--- src/rtl/tone_generator_pkg.sv ---
// Shared encodings for the tone generator: FSM states, burst/continuous mode
// values and the bit positions inside the status byte read by firmware.
package tone_generator_pkg;

   typedef enum logic {
      S_IDLE = 1'b0,
      S_RUN  = 1'b1
   } state_t;

   localparam logic MODE_CONT  = 1'b0;
   localparam logic MODE_BURST = 1'b1;

   localparam int ST_BUSY = 7;
   localparam int ST_DONE = 6;
   localparam int ST_TONE = 5;
   localparam int ST_MODE = 4;

endpackage

--- src/rtl/tone_generator_reload_counter.sv ---
// Down counter with synchronous reload; holds at zero and flags it so the
// owner can decide when to reload.
module reload_counter #(
   parameter int CNT_W = 25
) (
   input  logic             clk,
   input  logic             reset,
   input  logic             reload,
   input  logic [CNT_W-1:0] value,
   output logic             zero
);

   logic [CNT_W-1:0] cnt_q;

   always_ff @(posedge clk) begin
      if (reset)
         cnt_q <= '0;
      else if (reload)
         cnt_q <= value;
      else if (cnt_q != '0)
         cnt_q <= cnt_q - 1'b1;
   end

   assign zero = (cnt_q == '0);

endmodule

--- src/rtl/tone_generator.sv ---
// Square-wave generator driven by the microcontroller frequency word: half-period
// of contador clocks, continuous or as a burst of N pulses, with a status byte.
module tone_generator
   import tone_generator_pkg::*;
#(
   parameter int CNT_W   = 25,
   parameter int BURST_W = 8
) (
   input  logic               clk,
   input  logic               reset,
   input  logic [CNT_W-1:0]   contador,
   input  logic               load,
   input  logic               mode,
   input  logic [BURST_W-1:0] burst_len,
   input  logic               stop,
   output logic               tone,
   output logic               busy,
   output logic               done,
   output logic [7:0]         status
);

   state_t             state_q, state_d;
   logic               tone_q, tone_d;
   logic               done_q, done_d;
   logic               mode_q, mode_d;
   logic [CNT_W-1:0]   p_q, p_d;
   logic [BURST_W-1:0] n_q, n_d;
   logic [BURST_W-1:0] pulses_q, pulses_d;
   logic [BURST_W-1:0] n_last;
   logic               reload;
   logic [CNT_W-1:0]   reload_val;
   logic               zero;

   reload_counter #(.CNT_W(CNT_W)) u_half_cnt (
      .clk    (clk),
      .reset  (reset),
      .reload (reload),
      .value  (reload_val),
      .zero   (zero)
   );

   // N==0 wraps to all-ones here, giving 2**BURST_W pulses per burst.
   assign n_last = n_q - 1'b1;

   always_ff @(posedge clk) begin
      if (reset) begin
         state_q  <= S_IDLE;
         tone_q   <= 1'b0;
         done_q   <= 1'b0;
         mode_q   <= MODE_CONT;
         p_q      <= '0;
         n_q      <= '0;
         pulses_q <= '0;
      end else begin
         state_q  <= state_d;
         tone_q   <= tone_d;
         done_q   <= done_d;
         mode_q   <= mode_d;
         p_q      <= p_d;
         n_q      <= n_d;
         pulses_q <= pulses_d;
      end
   end

   always_comb begin
      state_d    = state_q;
      tone_d     = tone_q;
      done_d     = done_q;
      mode_d     = mode_q;
      p_d        = p_q;
      n_d        = n_q;
      pulses_d   = pulses_q;
      reload     = 1'b0;
      reload_val = '0;
      if (stop) begin
         state_d = S_IDLE;
         tone_d  = 1'b0;
      end else if (load) begin
         if (contador != '0) begin
            p_d        = contador;
            mode_d     = mode;
            n_d        = burst_len;
            done_d     = 1'b0;
            pulses_d   = '0;
            tone_d     = 1'b1;
            state_d    = S_RUN;
            reload     = 1'b1;
            reload_val = contador - 1'b1;
         end else begin
            // Zero frequency word acts as a silent stop.
            state_d = S_IDLE;
            tone_d  = 1'b0;
         end
      end else if (state_q == S_RUN && zero) begin
         reload_val = p_q - 1'b1;
         if (tone_q) begin
            tone_d = 1'b0;
            reload = 1'b1;
         end else if (mode_q == MODE_BURST && pulses_q == n_last) begin
            state_d = S_IDLE;
            done_d  = 1'b1;
         end else begin
            tone_d = 1'b1;
            reload = 1'b1;
            if (mode_q == MODE_BURST)
               pulses_d = pulses_q + 1'b1;
         end
      end
   end

   assign tone = tone_q;
   assign busy = (state_q == S_RUN);
   assign done = done_q;

   always_comb begin
      status          = 8'h00;
      status[ST_BUSY] = busy;
      status[ST_DONE] = done_q;
      status[ST_TONE] = tone_q;
      status[ST_MODE] = mode_q;
   end

endmodule
--- config.mk ---
export PLATFORM = sky130hd
export DESIGN_NAME = tone_generator
export DESIGN_NICKNAME = d
export VERILOG_FILES = /design/src/rtl/tone_generator_pkg.sv /design/src/rtl/tone_generator_reload_counter.sv /design/src/rtl/tone_generator.sv
export SDC_FILE = /design/constraint.sdc
export NUM_CORES = 1
export LEC_CHECK = 0
export BUFFER_PORTS_ARGS = -buffer_cell sky130_fd_sc_hd__buf_2
export CAP_MARGIN = 20
export CORE_ASPECT_RATIO = 0.8
export CORE_UTILIZATION = 35
export DETAILED_ROUTE_END_ITERATION = 7
export SETUP_SLACK_MARGIN = 0.5
export SLEW_MARGIN = 25
export SYNTH_ARGS = -nofsm -noshare
export SYNTH_HDL_FRONTEND = slang
export SYNTH_HIERARCHICAL = 1
export SYNTH_SLANG_ARGS = --single-unit
--- constraint.sdc ---
create_clock -name clk -period 7.45 [get_ports clk]
set_input_delay 1.49 -clock clk [delete_from_list [all_inputs] [get_ports clk]]
set_output_delay 1.49 -clock clk [all_outputs]
set_load 0.01 [all_outputs]
==> flow_metrics.tcl, run 1 <==
set metrics [dict create \
    max_freq_mhz 239 \
    post_drt_wl_per_cell_um 15.5 \
    power-per-cell-area_nw_per_um2 332 \
    grt_pass1_vias 4134 \
    yosysWarnings 6 \
    setup_ws_ps 3270 \
    nets 660 \
    drt_iter0_drc 241 \
    combPwrFrac_pct 41.4 \
    period_minus_slack_ps 4180 \
    max_slew_margin_pct 38.3 \
    grt_use_total_pct 19.9 \
    startpoint_type "primary input" \
    synth.ff_latch_count 70 \
    n_fill_cell 1292 \
    hold_path.class "reg2reg" \
    netlist.area_leader.share_pct 31.0 \
    internal_power_uw 1060 \
    routed_via_density 5.42 \
    finalMaxSlewViolations 0 \
    arrival_ps 4470 \
    multi_input_comb_area_um2 2950 \
    drc 0 \
    ys_async_sr_fraction_pct 0 \
    worstPathCellList "buf_2 > or4_1 > nor3b_2 > nand4_1 > nand2_1 > a21oi_1 > nor2_1 > o21ai_2 > a21oi_1 > a21o_1" \
    max_cap_violations 0 \
    cp_max_fo 16 \
    final-hold-violation-count 0 \
    synthFlopType "dfxtp_1" \
    slowest_stage "or4_1" \
    ctsHtreeMaxLevel 3 \
    die_height_um 104 \
    clock-sinks 70 \
    pin_count 49 \
    met3_usage_pct 5.37 \
    antenna_found_initial 0 \
    dr_total_vias 4294 \
    switching_share_pct 37.7 \
    clock-root-buffer "clkbuf_16" \
    gr-max-usage-layer "met2" \
    max_stage_delay_ps 580 \
    fin_skew_ps 6.90 \
    crit_required_ps 7730 \
    synth-edff-count 0 \
    leakagePower_uw 0.00182 \
    die_w_um 129 \
    netlist_instances 590 \
    fin_tns_setup_ps 0 \
    yosysTopAreaCell "dfxtp_1" \
    dieArea_um2 13400 \
    portBuffers 44 \
    power.share.sequential_pct 31.5 \
    drtAntennaViolNets 0 \
    finalSetupViolCount 0 \
    met2_usage_pct 30.7 \
    regArea_um2 1400 \
    seq_area_frac_synth_pct 31.0 \
    irDropWorstVdd_uv 138 \
    cts_resized 0 \
    cpLargestDelayFamily "simple AND/OR/NAND/NOR gates" \
    power_switching_uw 643 \
    cts_buffers 9 \
    path_common_cell "a21oi_1" \
    drive_gt1_share_pct 13.5 \
    grt_max_degree 60 \
    clkLatencyLatePin_ps 340 \
    rows 36 \
    grt_pass1_wl_mm 20.8 \
    use_met1_pct 26.2 \
    area_growth_pct 13.8 \
    netlist_area_um2 4520 \
    start_util_pct 36.5 \
    synth_area_leaders "dfxtp_1 (31%), xnor2_1 (9.5%), nand2_1 (9.5%), a21oi_1 (5.0%), xor2_1 (4.3%)" \
    ys_types 65 \
    cts_hold_buf 0 \
    routed_wl_mm 12.3 \
    dpl.hpwl_mm 9.06 \
    fp.coreArea_um2 12400 \
    status "finished, final reports clean" \
    clk_pin_slew_ps 60 \
    syn_avg_cell_area_um2 7.66 \
    clock_power_share_pct 27.1 \
    endpoint_kind "flop" \
    gp_congestion 0.842 \
    worst-path-buf-inv 1 \
    drt-pass1-iter-count 5 \
    cts_buffer_depth 2 \
    grt_overflow 0 \
    post_cts_buffers 0 \
    diodes 0 \
    cts_tree "done" \
    crit_type "in2reg" \
    rsz0062_at_grt "no" \
    dp_slack_ps 2810 \
    fin_crit_sh_pct 56.2 \
    tightestPinTransition_ps 926 \
]
-- layout make-up --
class / count / area share, %
well taps: 171 / 4.16
flip-flops and latches: 70 / 27.2
clock inverters: 4 / 1.36
multi-input cells: 481 / 57.4
repair buffers: 45 / 4.43
clock buffers: 12 / 4.79
inverters: 9 / 0.657
-- state kept, by name, summed over array words and instances, names as in the netlist --
name and cells:
done 1, n_q 8, mode_q 1, u_half_cnt/cnt_q 25
pulses_q 8, busy 1, p_q 25, tone 1
-- metrics by stage --
| step | power, µW | std cells | util [%] | instance area, µm² | hold WS (ps) |
|---|---|---|---|---|---|
| after floorplan | 1090 | 593 | - | 4530 | 455 |
| after global placement | 1230 | 776 | 38.9 | 4820 | 467 |
| after detailed placement | 1240 | 776 | 38.9 | 4820 | 469 |
| after CTS | 1710 | 792 | 41.5 | 5130 | 479 |
| after global routing | 1820 | 792 | 41.5 | 5140 | 499 |
| final | 1710 | 792 | 41.5 | 5140 | 478 |
-- placed cells by master (no fill, tap or decap), drive strengths merged, types with 2 or more instances in the layout --
cell type | Yosys | layout
o211ai | 2 | 2
ha | 6 | 6
nor2b | 7 | 7
nor3 | 16 | 16
nor2 | 38 | 38
nand3b | 9 | 9
a21o | 3 | 3
or2 | 5 | 5
nand2 | 114 | 114
and2 | 4 | 4
bufinv | 0 | 2
nor4 | 25 | 25
or3b | 2 | 2
dfxtp | 70 | 70
o31ai | 7 | 7
or3 | 13 | 13
buf | 15 | 45
o21ai | 24 | 24
a22o | 5 | 5
nand4 | 5 | 5
inv | 9 | 9
nand2b | 9 | 9
mux2i | 3 | 3
conb | 1 | 4
nor3b | 5 | 5
nand3 | 5 | 5
o311ai | 3 | 3
o41ai | 2 | 2
clkinv | 0 | 2
or4 | 12 | 12
clkbuf | 18 | 12
o22ai | 22 | 22
a21oi | 45 | 45
xnor2 | 49 | 49
xor2 | 22 | 22
-- synth_stat cells, drive strengths merged (2+ instances only) --
cell type / count
nand2: 114
dfxtp: 70
xnor2: 49
a21oi: 45
nor2: 38
nor4: 25
o21ai: 24
o22ai: 22
xor2: 22
clkbuf: 18
nor3: 16
buf: 15
or3: 13
or4: 12
inv: 9
nand2b: 9
nand3b: 9
nor2b: 7
o31ai: 7
ha: 6
a22o: 5
nand3: 5
nand4: 5
nor3b: 5
or2: 5
and2: 4
a21o: 3
mux2i: 3
o311ai: 3
o211ai: 2
o41ai: 2
or3b: 2
-- logic make-up (layout without fill, tap and decap cells) --
kind of cell | count (synthesis) | in the layout | share of synthesized area [%]
simple gates | 272 | 272 | 31.5
compound gates | 124 | 124 | 16.8
xor+xnor | 71 | 71 | 13.8
flops | 70 | 70 | 31.0
buf+inv | 42 | 70 | 4.29
fa+ha+maj | 6 | 6 | 1.66
mux | 4 | 4 | 0.913
other cells | 1 | 4 | 0.0830
-- power groups by stage --
stage | logic, µW | clock network [µW] | registers (µW)
after CTS | 703 | 475 | 536
after floorplan | 567 | 0 | 522
final | 707 | 463 | 538
after global placement | 690 | 0 | 539
after detailed placement | 696 | 0 | 544
after global routing | 785 | 491 | 548
-- per-layer routing --
metal	part of all wire, %	wire length (µm)
met5	0	0
met4	1.9	233
met3	5.2	642
met2	44	5460
met1	48	5930
-- worst paths after layout --
kind / startpoint / endpoint / slack, ps / cells after the start
worst max-delay path: contador[2] / u_half_cnt/cnt_q[7] / 3270 / 10
worst min-delay path: p_q[23] / p_q[23] / 480 / 2
worst max register to register: n_q[0] / u_half_cnt/cnt_q[13] / 3590 / 11
worst min register to register: p_q[23] / p_q[23] / 480 / 2
-- worst reg2reg max path, stage by stage (launching register included) --
cell       delay (ps)
dfxtp_1           340
inv_1              70
ha_1              190
or3b_1            410
o31a_1            260
o2111ai_1         430
or3_1             310
o21ai_0           110
a21oi_1           640
nor2b_2           770
nand2_1           140
o21ai_0           100
No activity file was read; power rests on OpenSTA's default activity.
==> run 2, diff against run 1 <==
Clock period 7.45 ns to 3.55 ns, I/O delays scaled along.
==> run 2 against run 1 <==
Effect of this change:
- via count decreased by 0.16%
- setup slack worse by 2600 ps
- combinational power increased by 110%
- routed wire length increased by 4.0%
- register-to-register slack lost 2900 ps
- worst hold slack got worse by 5.2 ps
- count of clock-buffer cells in the layout shrank 1
- final area is 3.8% higher
- core utilization rose by 1.6 points
- die area unchanged
- flip-flop and latch count unchanged
- sequential share of layout area decreased by 1.0 points
- highest routed layer unchanged
==> flow_metrics.tcl, run 2 (synthesized netlist as in run 1, its figures left out) <==
set metrics [dict create \
    top_regs "p_q: 25 flops, u_half_cnt/cnt_q: 25 flops" \
    clock-sinks 70 \
    startpoint_type "flop" \
    clock_power_share_pct 27.5 \
    drc 0 \
    final-hold-violation-count 0 \
    clk_pin_slew_ps 60 \
    grt_use_total_pct 19.8 \
    finalMaxSlewViolations 0 \
    finalSetupViolCount 0 \
    drt-pass1-iter-count 7 \
    hold_path.class "reg2reg" \
    crit_type "reg2reg" \
    layout_common_cells "nand2_1 (113), dfxtp_1 (70), xnor2_1 (49), a21oi_1 (44), buf_2 (44)" \
    worstPathCellList "inv_1 > ha_2 > or3b_4 > nor4_4 > o2111ai_2 > or3_4 > o21ai_2 > a21oi_2 > buf_4 > nor2b_1 > buf_6 > a22o_1" \
    placed_cell_area_um2 4940 \
    min_path_cells 2 \
    leakagePower_uw 0.00191 \
    grt_overflow 0 \
    crit_required_ps 3780 \
    gp_congestion 0.815 \
    power-per-cell-area_nw_per_um2 684 \
    worst-path-buf-inv 3 \
    start_util_pct 36.5 \
    max_slew_margin_pct 56.0 \
    n_fill_cell 1269 \
    cts_buffers 9 \
    combPwrFrac_pct 41.6 \
    cpLargestDelayFamily "simple AND/OR/NAND/NOR gates" \
    whs_ps 473 \
    cp_max_fo 21 \
    max_cap_violations 0 \
    nets 678 \
    slowest_stage "or3b_4" \
    grt_pass1_wl_mm 20.5 \
    grt_pass1_vias 4023 \
    drive_gt1_share_pct 17.2 \
    dr_total_vias 4287 \
    drtAntennaViolNets 0 \
    mostFrequentLayoutCell "nand2_1" \
    dieArea_um2 13400 \
    rows 36 \
    reg2reg_depth 12 \
    routed_wl_mm 12.8 \
    finalPower_uw 3650 \
    irDropWorstVdd_uv 256 \
    antenna_found_initial 0 \
    drt_iter0_drc 321 \
    pin_count 49 \
    portBuffers 44 \
    max_stage_delay_ps 420 \
    dpl.hpwl_mm 9.38 \
    clock-root-buffer "clkbuf_16" \
    post_drt_wl_per_cell_um 15.7 \
    switching_share_pct 37.6 \
    area_growth_pct 18.1 \
    power.share.sequential_pct 30.9 \
    ctsHtreeMaxLevel 3 \
    max_freq_mhz 345 \
    cts_tree "done" \
    fp.coreArea_um2 12400 \
    fin_crit_sh_pct 81.7 \
    fin_area_um2 5340 \
    die_w_um 129 \
    fin_tns_setup_ps 0 \
    period_minus_slack_ps 2900 \
    cts_hold_buf 0 \
    fin_skew_ps 7.16 \
    grt_max_degree 44 \
    cts_buffer_depth 2 \
    clkLatencyLatePin_ps 340 \
    routed_via_density 5.29 \
    crit_cells 12 \
    endpoint_kind "flop" \
    arrival_ps 3130 \
    power_switching_uw 1370 \
    rsz0062_at_grt "no" \
    internal_power_uw 2280 \
    die_height_um 104 \
    diodes 0 \
    tightestPinTransition_ps 659 \
    status "finished, final reports clean" \
]
==> run 2: final timing paths <==
kind | startpoint | to | slack, ps
max | n_q[0] | u_half_cnt/cnt_q[6] | 650
min reg2reg | done | done | 470
min | done | done | 470
max reg2reg | n_q[0] | u_half_cnt/cnt_q[6] | 650
==> run 2: stage by stage <==
step,utilization (%),cells,setup slack (ps)
3_3_place_gp,39.9,791,494
2_1_floorplan,-,593,521
3_5_place_dp,39.9,791,435
4_1_cts,42.6,807,513
6_report,43.1,810,649
5_1_grt,43.1,810,477
==> run 2: per-layer routing <==
| metal | global-route usage (%) | vias up | routed length [µm] |
|---|---|---|---|
| met5 | 0 | - | 0 |
| met4 | 8.24 | 0 | 228 |
| met3 | 4.18 | 15 | 478 |
| met2 | 30.0 | 105 | 5750 |
| met1 | 27.1 | 2009 | 6290 |
| li1 | - | 2158 | - |
==> run 2: final cells by class <==
| class | instances | area [µm²] | area share [%] |
|---|---|---|---|
| flip-flops and latches | 70 | 1400 | 26.2 |
| inverters | 9 | 33.8 | 0.633 |
| repair buffers | 63 | 379 | 7.10 |
| clock buffers | 11 | 243 | 4.55 |
| clock inverters | 5 | 82.6 | 1.55 |
| well taps | 171 | 214 | 4.01 |
| multi-input cells | 481 | 2990 | 55.9 |
==> run 2: worst register-to-register path, delay by kind of cell (launching register included) <==
family | cells | cell delay, ps
flip-flops | 1 | 350
AND/OR/NAND/NOR | 4 | 1220
adder cells (fa/ha/maj) | 1 | 190
AO/OA/AOI/OAI | 4 | 620
buffers and inverters | 3 | 420
==> run 2: power groups by stage <==
stage | Sequential (µW) | Combinational (µW) | Clock (µW)
detailed placement | 1140 | 1470 | 0
global placement | 1130 | 1460 | 0
CTS | 1120 | 1490 | 1020
global route | 1150 | 1670 | 1050
floorplan | 1100 | 1190 | 0
finish | 1130 | 1520 | 1000
==> run 2: what timing repair did <==
item | CTS | global route
setup buffers | 0 | 3
resized for setup | 2 | 10
pin swaps | 0 | 4
setup endpoints to repair | 18 | 30
